--- src/rtl/systolic_pkg.sv ---
// systolic_pkg: shared types and helpers for the systolic feeder.
// Optional feature macro used by the top: SYSTOLIC_FEEDER_PERF_EN.
package systolic_pkg;

  // Feeder sequencing states
  typedef enum logic [1:0] {
    IDLE   = 2'd0,
    CLEAR  = 2'd1,
    STREAM = 2'd2,
    FLUSH  = 2'd3
  } state_e;

  // Zero-injection cycles needed after the last slice so the far corner
  // PE sees the final operands: N-1 cycles of skew plus N-1 of array travel plus 1.
  function automatic int flush_cycles(input int n);
    return 2 * n - 1;
  endfunction

  // Flush counter width; holds values up to 2N-2.
  function automatic int cnt_width(input int n);
    return $clog2(2 * n);
  endfunction

endpackage

--- src/rtl/systolic_feeder_skew_line.sv ---
// skew_line: DEPTH-stage shift register, cleared to zero by reset.
// Gives one feeder lane its skew delay (lane k uses DEPTH = k+1).
module skew_line #(
  parameter int DATA_WIDTH = 32,
  parameter int DEPTH      = 1
) (
  input  logic                  clk,
  input  logic                  rst,
  input  logic [DATA_WIDTH-1:0] din,
  output logic [DATA_WIDTH-1:0] dout
);

  logic [DEPTH-1:0][DATA_WIDTH-1:0] sr;

  // Shift one stage per cycle; stage 0 captures the injected value
  always_ff @(posedge clk or negedge rst) begin
    if (!rst) begin
      sr <= '0;
    end else begin
      sr[0] <= din;
      for (int s = 1; s < DEPTH; s++) sr[s] <= sr[s-1];
    end
  end

  assign dout = sr[DEPTH-1];

endmodule

--- src/rtl/systolic_feeder.sv ---
// systolic_feeder: transmit side of an NxN systolic PE array.
// Takes one k-slice (A column + B row) per handshake, skews lane i by i+1
// cycles, pulses the array's sync reset before streaming, zero-flushes the
// grid after the last slice and pulses done.
// Define SYSTOLIC_FEEDER_PERF_EN to add perf_cycles / perf_bubbles counters.
module systolic_feeder
  import systolic_pkg::*;
#(
  parameter int DATA_WIDTH = 32,
  parameter int N          = 4
) (
  input  logic                  clk,
  input  logic                  rst,
  input  logic                  start,
  input  logic                  in_valid,
  output logic                  in_ready,
  input  logic                  in_last,
  input  logic [N*DATA_WIDTH-1:0] in_a,
  input  logic [N*DATA_WIDTH-1:0] in_b,
  output logic [N*DATA_WIDTH-1:0] x_lanes,
  output logic [N*DATA_WIDTH-1:0] w_lanes,
  output logic                  arr_rst_n,
  output logic                  busy,
  output logic                  done
`ifdef SYSTOLIC_FEEDER_PERF_EN
  ,
  output logic [31:0]           perf_cycles,
  output logic [31:0]           perf_bubbles
`endif
);

  localparam int CW = cnt_width(N);
  localparam logic [CW-1:0] FLUSH_LOAD = CW'(flush_cycles(N) - 1);

  state_e                         state;
  logic [CW-1:0]                  fcnt;
  logic                           accept;
  logic [N-1:0][DATA_WIDTH-1:0]   inj_a;
  logic [N-1:0][DATA_WIDTH-1:0]   inj_b;
  logic [N-1:0][DATA_WIDTH-1:0]   x_q;
  logic [N-1:0][DATA_WIDTH-1:0]   w_q;

  assign in_ready  = (state == STREAM);
  assign accept    = in_valid & in_ready;
  assign busy      = (state != IDLE);
  // PE reset is synchronous, so one low cycle in CLEAR clears the whole grid
  assign arr_rst_n = (state != CLEAR);

  // Only an accepted slice enters the skew line; every other cycle injects a
  // zero bubble, which multiplies out to nothing at every PE.
  assign inj_a = accept ? in_a : '0;
  assign inj_b = accept ? in_b : '0;

  // Sequencer: IDLE -> CLEAR -> STREAM -> FLUSH -> IDLE, done on FLUSH exit
  always_ff @(posedge clk or negedge rst) begin
    if (!rst) begin
      state <= IDLE;
      fcnt  <= '0;
      done  <= 1'b0;
    end else begin
      done <= (state == FLUSH) && (fcnt == '0);
      case (state)
        IDLE:   if (start) state <= CLEAR;
        CLEAR:  state <= STREAM;
        STREAM: if (accept && in_last) begin
                  state <= FLUSH;
                  fcnt  <= FLUSH_LOAD;
                end
        FLUSH:  if (fcnt == '0) state <= IDLE;
                else            fcnt  <= fcnt - 1'b1;
        default: state <= IDLE;
      endcase
    end
  end

  // One skew line per x lane and per w lane; lane g delayed g+1 cycles
  for (genvar g = 0; g < N; g++) begin : g_lane
    skew_line #(.DATA_WIDTH(DATA_WIDTH), .DEPTH(g + 1)) u_x (
      .clk (clk),
      .rst (rst),
      .din (inj_a[g]),
      .dout(x_q[g])
    );
    skew_line #(.DATA_WIDTH(DATA_WIDTH), .DEPTH(g + 1)) u_w (
      .clk (clk),
      .rst (rst),
      .din (inj_b[g]),
      .dout(w_q[g])
    );
  end

  assign x_lanes = x_q;
  assign w_lanes = w_q;

`ifdef SYSTOLIC_FEEDER_PERF_EN
  // Saturating activity counters, cleared at the start of each operation
  always_ff @(posedge clk or negedge rst) begin
    if (!rst) begin
      perf_cycles  <= '0;
      perf_bubbles <= '0;
    end else if (state == CLEAR) begin
      perf_cycles  <= '0;
      perf_bubbles <= '0;
    end else begin
      if ((state == STREAM || state == FLUSH) && perf_cycles != '1)
        perf_cycles <= perf_cycles + 32'd1;
      if (state == STREAM && !accept && perf_bubbles != '1)
        perf_bubbles <= perf_bubbles + 32'd1;
    end
  end
`endif

endmodule

--- config.mk ---
export PLATFORM = sky130hd
export DESIGN_NAME = systolic_feeder
export DESIGN_NICKNAME = d
export VERILOG_FILES = /design/src/rtl/systolic_pkg.sv /design/src/rtl/systolic_feeder_skew_line.sv /design/src/rtl/systolic_feeder.sv
export SDC_FILE = /design/constraint.sdc
export NUM_CORES = 1
export LEC_CHECK = 0
export ABC_CLOCK_PERIOD_IN_PS = 2260
export BUFFER_PORTS_ARGS = -buffer_cell sky130_fd_sc_hd__buf_2
export CAP_MARGIN = 20
export CORE_AREA = 2 2 204 206
export CTS_CLUSTER_SIZE = 20
export DETAILED_ROUTE_END_ITERATION = 10
export DIE_AREA = 0 0 206 208
export PLACE_DENSITY = 0.74
export SETUP_SLACK_MARGIN = 0.1
export SLEW_MARGIN = 20
export SYNTH_ARGS = -nofsm -noshare
export SYNTH_HDL_FRONTEND = slang
export SYNTH_HIERARCHICAL = 1
export SYNTH_SLANG_ARGS = --single-unit
--- constraint.sdc ---
create_clock -name clk -period 2.26 [get_ports clk]
set_clock_uncertainty 0.15 [all_clocks]
set_input_delay 0.113 -clock clk [delete_from_list [all_inputs] [get_ports clk]]
set_output_delay 0.113 -clock clk [all_outputs]
set_load 0.005 [all_outputs]
=== Word level (Yosys, flattened, before mapping) ===
Cells that the tools add are included.

* Multiplexer cells: 9
* Shifts and indexed selects: 0
* Add/subtract/negate cells: 1
* Equal/unequal tests: 8
* $lt $le $gt $ge: 0
* Divide/modulo/power cells: 0
* Bitwise logic cells: 1
* Reductions and logical operators: 8
* Multipliers: 0

{| class="wikitable"
|+ Operators by type and width
! operator !! count
|-
| 128-bit two-way mux || 2
|-
| 2-bit case mux with 4 select lines || 1
|-
| 2-bit two-way mux || 3
|-
| 3-bit two-way mux || 2
|-
| 2-bit by 1-bit != test with 1-bit output, second input constant || 3
|-
| 3-bit case mux with 2 select lines || 1
|-
| 3-bit AND reduction || 2
|-
| 2-bit equality test, second input constant || 2
|-
| 2-bit != test, second input constant || 2
|-
| 2-bit nonzero test || 2
|-
| 3-bit zero test || 1
|-
| 3-bit by 1-bit subtractor with 3-bit output, second input constant || 1
|-
| 2-bit by 1-bit equality test with 1-bit output, second input constant || 1
|-
| 1-bit logical AND || 2
|-
| 2-bit zero test || 1
|-
| 1-bit AND || 1
|}

* Bits in writable memories: 0
* Register bits: 646
* Output and inout port bits: 260
* Word-level logic and storage cells: 50
* Memories kept: 0
* Latch bits: 0
* Bits in read-only memories: 0
* Input bits: 261

=== Logic depth before layout (Yosys ltp) ===
* Word-level depth: 5
* Depth in mapped cells: 7
* Mapped depth without buffers: 5

=== By module ===
Netlist, hierarchy kept.

{| class="wikitable"
|+ Modules (own cells, without submodules)
! module !! times used !! seq. area each (um^2) !! cells an instance !! area each (um^2)
|-
| skew_line (g_lane[3].u_w ...) || 2 || 3,203.1 || 160 || 3,443.3
|-
| skew_line (g_lane[2].u_w ...) || 2 || 2,402.3 || 128 || 2,642.5
|-
| skew_line (g_lane[1].u_w ...) || 2 || 1,601.5 || 96 || 1,841.8
|-
| systolic_feeder || 1 || 150.1 || 357 || 2,259.7
|-
| skew_line (g_lane[0].u_w ...) || 2 || 800.8 || 32 || 800.8
|}

=== Worst setup path after synthesis ===
No wires, ideal clock.

* Kind: flip-flop to flip-flop
* Start point: register state[0]
* End point: register state[1]
* Required time: 1.982 ns
* Library setup time: 0.128 ns
* Period minus slack after synthesis: 1.818 ns
* Setup slack: 0.442 ns
* Buffers on the path: 1
* Stages on the path, launching flop included: 7
* Arrival: 1.541 ns
* Cells stage by stage: dfrtp_1 inv_1 ha_1 buf_2 a21boi_2 a211oi_2 mux2_1

* Cells in the longest elaborated chain, start to end: 5
* Elaborated cells on any way between the ends: 11
* Those cells by class: eq/ne: 6; mux: 1; bitwise: 1; reduce/logical: 3

{| class="wikitable"
|+ Ends and longest elaborated chain
! what !! line !! source
|-
| from (decl) || systolic_feeder.sv:35 || <nowiki>state_e state;</nowiki>
|-
| from (signal assigned) || systolic_feeder.sv:57 || <nowiki>state <= IDLE;</nowiki>
|-
| from (signal assigned) || systolic_feeder.sv:63 || <nowiki>IDLE: if (start) state <= CLEAR;</nowiki>
|-
| from (signal assigned) || systolic_feeder.sv:64 || <nowiki>CLEAR: state <= STREAM;</nowiki>
|-
| 2-bit equality test * || systolic_feeder.sv:43 || <nowiki>assign in_ready = (state == STREAM);</nowiki>
|-
| named net in_ready || systolic_feeder.sv:16 || <nowiki>output logic in_ready,</nowiki>
|-
| 1-bit AND || systolic_feeder.sv:44 || <nowiki>assign accept = in_valid & in_ready;</nowiki>
|-
| 1-bit logical AND || systolic_feeder.sv:65 || <nowiki>STREAM: if (accept && in_last) begin</nowiki>
|-
| 2-bit by 1-bit != test with 1-bit output (no line) || - ||
|-
| 3-bit AND reduction (no line) || - ||
|}

Mark *: on every way through the listed nets, which the timed path passes. The rest lies on a longest branch.
A chain may end at the register's enable or synchronous reset.

==> impl_results.md <==
- Dpl hpwl: 27,100 um
- Hold Path Origin: in_a[124]
- Yosys warns: 6
- Final Max Tran Viols: 0
- Area Overhead vs Synth: 35.8%
- Critical Path Fanout Max: 48
- Gr usage total: 0.236
- Setup TNS: 0 ps
- Die area: 42,800 um2
- GP Congestion: 0.836
- Clk slew on worst S/H paths: 70 ps
- WS Path Type: reg -> reg
- FF+latch area: 16,200 um2
- Via count: 11,600
- Dominant cell by count in the synthesized netlist: dfrtp_1
- # setup viols final: 0
- Initial Util: 0.486
- Synth Instances: 1,189
- Multi-input gate area in the final layout: 1860 um2
- I/O pin cnt: 521
- Vias per cell: 4.78
- Crit path largest cell delay: 580 ps
- Height of the die: 208 um
- VDD IR max: 0.766 mV
- Nets: 2,115
- Max_cap viols: 0
- Initial antenna violation count: 4
- P per Cell Area: 1050 nW/um2
- Largest net degree at the start of global routing: 137
- Reg2reg path depth: 5
- Rows: 74
- Synth Area per Inst: 16.6 um2
- Critical Path RT: 2640 ps
- Worst endpoint data arrival time: 2440 ps
- Maximum clock rate: 487 MHz
- Layout fillers: 2,628
- Vias in the first global route: 13,100
- Worst hold stages: 3
- Worst hold path type: in -> reg
- Final period util: 0.909
- Grt ovf: 0
- Synth top area share: 0.820
- Post-synth EDFFs: 0
- DRC violations left: 0
- Final instance area: 26,800 um2
- Hold Path Sink: g_lane[3].u_x/sr[28]
- Cts bufs inserted: 59
- Wire per inst: 20.9 um
- Final Hold Viols: 0
- CP Cell Sequence: inv_1 > ha_4 > buf_16 > and3_1 > dlygate4sd3_1
- Worst-Skew Late Latency: 600 ps
- Port bufs: 520
- Sequential cell area fraction in the yosys report: 0.820
- Slew HR: 0.601
- Worst path slowest cell: dlygate4sd3_1
- Reg-to-Reg End: g_lane[0].u_x/dout[5]
- ANT nets after route: 0
- Status: finished, final reports clean
- Area leader, netlist: dfrtp_1
- Num Clock Sinks: 646
- DRT Pass-1 Iters: 4
- Core Area: 40,600 um2
- Maximum clock path buffer count: 3
- Syn nets: 1,457
- Final wirelength: 50,800 um
- RSZ-0062 raised after global routing: false
- Worst Tran Pin Value: 599 ps
- Root Driver: clkbuf_16
- DRT iter0 DRCs: 710
- CTS tree: done
- CP Launch Type: register
- Reg-to-Reg Start: state[0]
- Ys async rst share: 1.00
- Leakage: 15.4 nW
- Yosys cell types: 26
- Synth Cell Area: 19,700 um2
- Minimum clock period: 2060 ps
- Top FF cell, synth: dfrtp_1
- H-tree Lvls: 2
- R2R Setup Slk: 200 ps
- Die width: 206 um
- Synth top cells by count: 646 x dfrtp_1, 256 x and3_1, 192 x buf_4
- Seq cells post-synth: 646
- Synth area leaders: dfrtp_1 82%, and3_1 8.1%, buf_4 7.3%, clkbuf_1 0.99%, ha_1 0.44%
- Global-route wire length before repair: 76,300 um
- Placement Cell Area: 21,600 um2
- Crit end category: register
- PnR Total Power: 28.1 mW
- Layout cells sized above 1: 0.344
==> critical path, delay by kind of cell, from the launching register on <==
kind	cells	cell delay, ps
DFF	1	410
buffers and inverters	3	960
adders and majority gates	1	220
and+or+nand+nor	1	220
==> through the flow <==
| stage | setup WS (ps) | hold slack, ps | utilization | instances |
|---|---|---|---|---|
| after floorplan | 442 | -333 | - | 1189 |
| after global routing | 139 | 125 | 0.660 | 2430 |
| after detailed placement | 393 | -36.7 | 0.534 | 2015 |
| after CTS | 101 | 95.4 | 0.658 | 2421 |
| after global placement | 534 | -42.1 | 0.534 | 2015 |
| final | 205 | 135 | 0.660 | 2431 |
==> layer usage <==
| metal | GRT usage | wire (um) | vias to the layer above |
|---|---|---|---|
| met1 | 0.276 | 18700 | 5982 |
| met3 | 0.0544 | 3080 | 138 |
| met5 | 0 | 0 | - |
| met4 | 0.109 | 2350 | 0 |
| li1 | - | - | 4986 |
| met2 | 0.412 | 26600 | 513 |
==> cell usage in the layout (no fill, tap or decap), types with 2 or more instances in the layout <==
| cell | count |
|---|---|
| a21oi_1 | 2 |
| and3_1 | 256 |
| buf_12 | 8 |
| buf_16 | 2 |
| buf_2 | 518 |
| buf_4 | 16 |
| bufinv_16 | 6 |
| clkbuf_1 | 11 |
| clkbuf_16 | 61 |
| clkbuf_8 | 16 |
| clkinv_2 | 8 |
| clkinvlp_4 | 4 |
| dfrtp_1 | 646 |
| diode_2 | 6 |
| dlygate4sd3_1 | 298 |
| ha_1 | 6 |
| inv_1 | 7 |
| inv_6 | 3 |
| nor2_1 | 3 |
| o21ai_0 | 3 |
==> layout make-up <==
type / instances / area share
flip-flops and latches: 646 / 0.604
repair buffers: 847 / 0.225
multi-input cells: 285 / 0.0694
clock buffers: 86 / 0.0649
well taps: 532 / 0.0249
clock inverters: 21 / 0.0103
inverters: 8 / 0.00122
diodes: 6 / 0.000561
==> cells by family (layout without fill, tap and decap cells) <==
kind of cell               count (synthesis)  count (layout)  share of synthesized area
adders and majority gates                  7               7                    0.00444
other                                      0               6                          0
and+or+nand+nor                          266             266                     0.0843
muxes                                      1               1                   0.000571
DFF                                      646             646                      0.820
buffers and inverters                    258             962                     0.0865
AOI/OAI and AO/OA                         11              11                    0.00432
==> worst max path at each step <==
stage | startpoint | endpoint | slack [ps] | cells after the start
2_1_floorplan | state[0] | state[1] | 440 | 6
3_3_place_gp | state[0] | state[1] | 530 | 5
3_5_place_dp | state[0] | fcnt[0] | 390 | 6
4_1_cts | state[0] | in_ready | 100 | 4
5_1_grt | state[0] | g_lane[0].u_x/dout[5] | 140 | 5
6_report | state[0] | g_lane[0].u_x/dout[5] | 200 | 5
==> sequential cells by signal (all words and copies together), names as in the netlist <==
register / count
done: 1
fcnt: 3
g_lane.u_w/dout: 128
g_lane.u_w/sr: 192
g_lane.u_x/dout: 128
g_lane.u_x/sr: 192
state: 2
==> power by group <==
part	internal (mW)	switching (mW)	total (mW)	leakage, nW
logic	1.86	2.19	4.06	5.59
clock network	6.01	4.22	10.2	0.985
registers	13.3	0.589	13.8	8.84
==> timing repair <==
action	4_1_cts	5_1_grt
buffers inserted	0	2
resized for setup	1	1
hold endpoints to repair	907	0
hold buffers	298	0
gates cloned	1	2
setup endpoints to repair	1	25
Power figures use the tool's default switching activity.
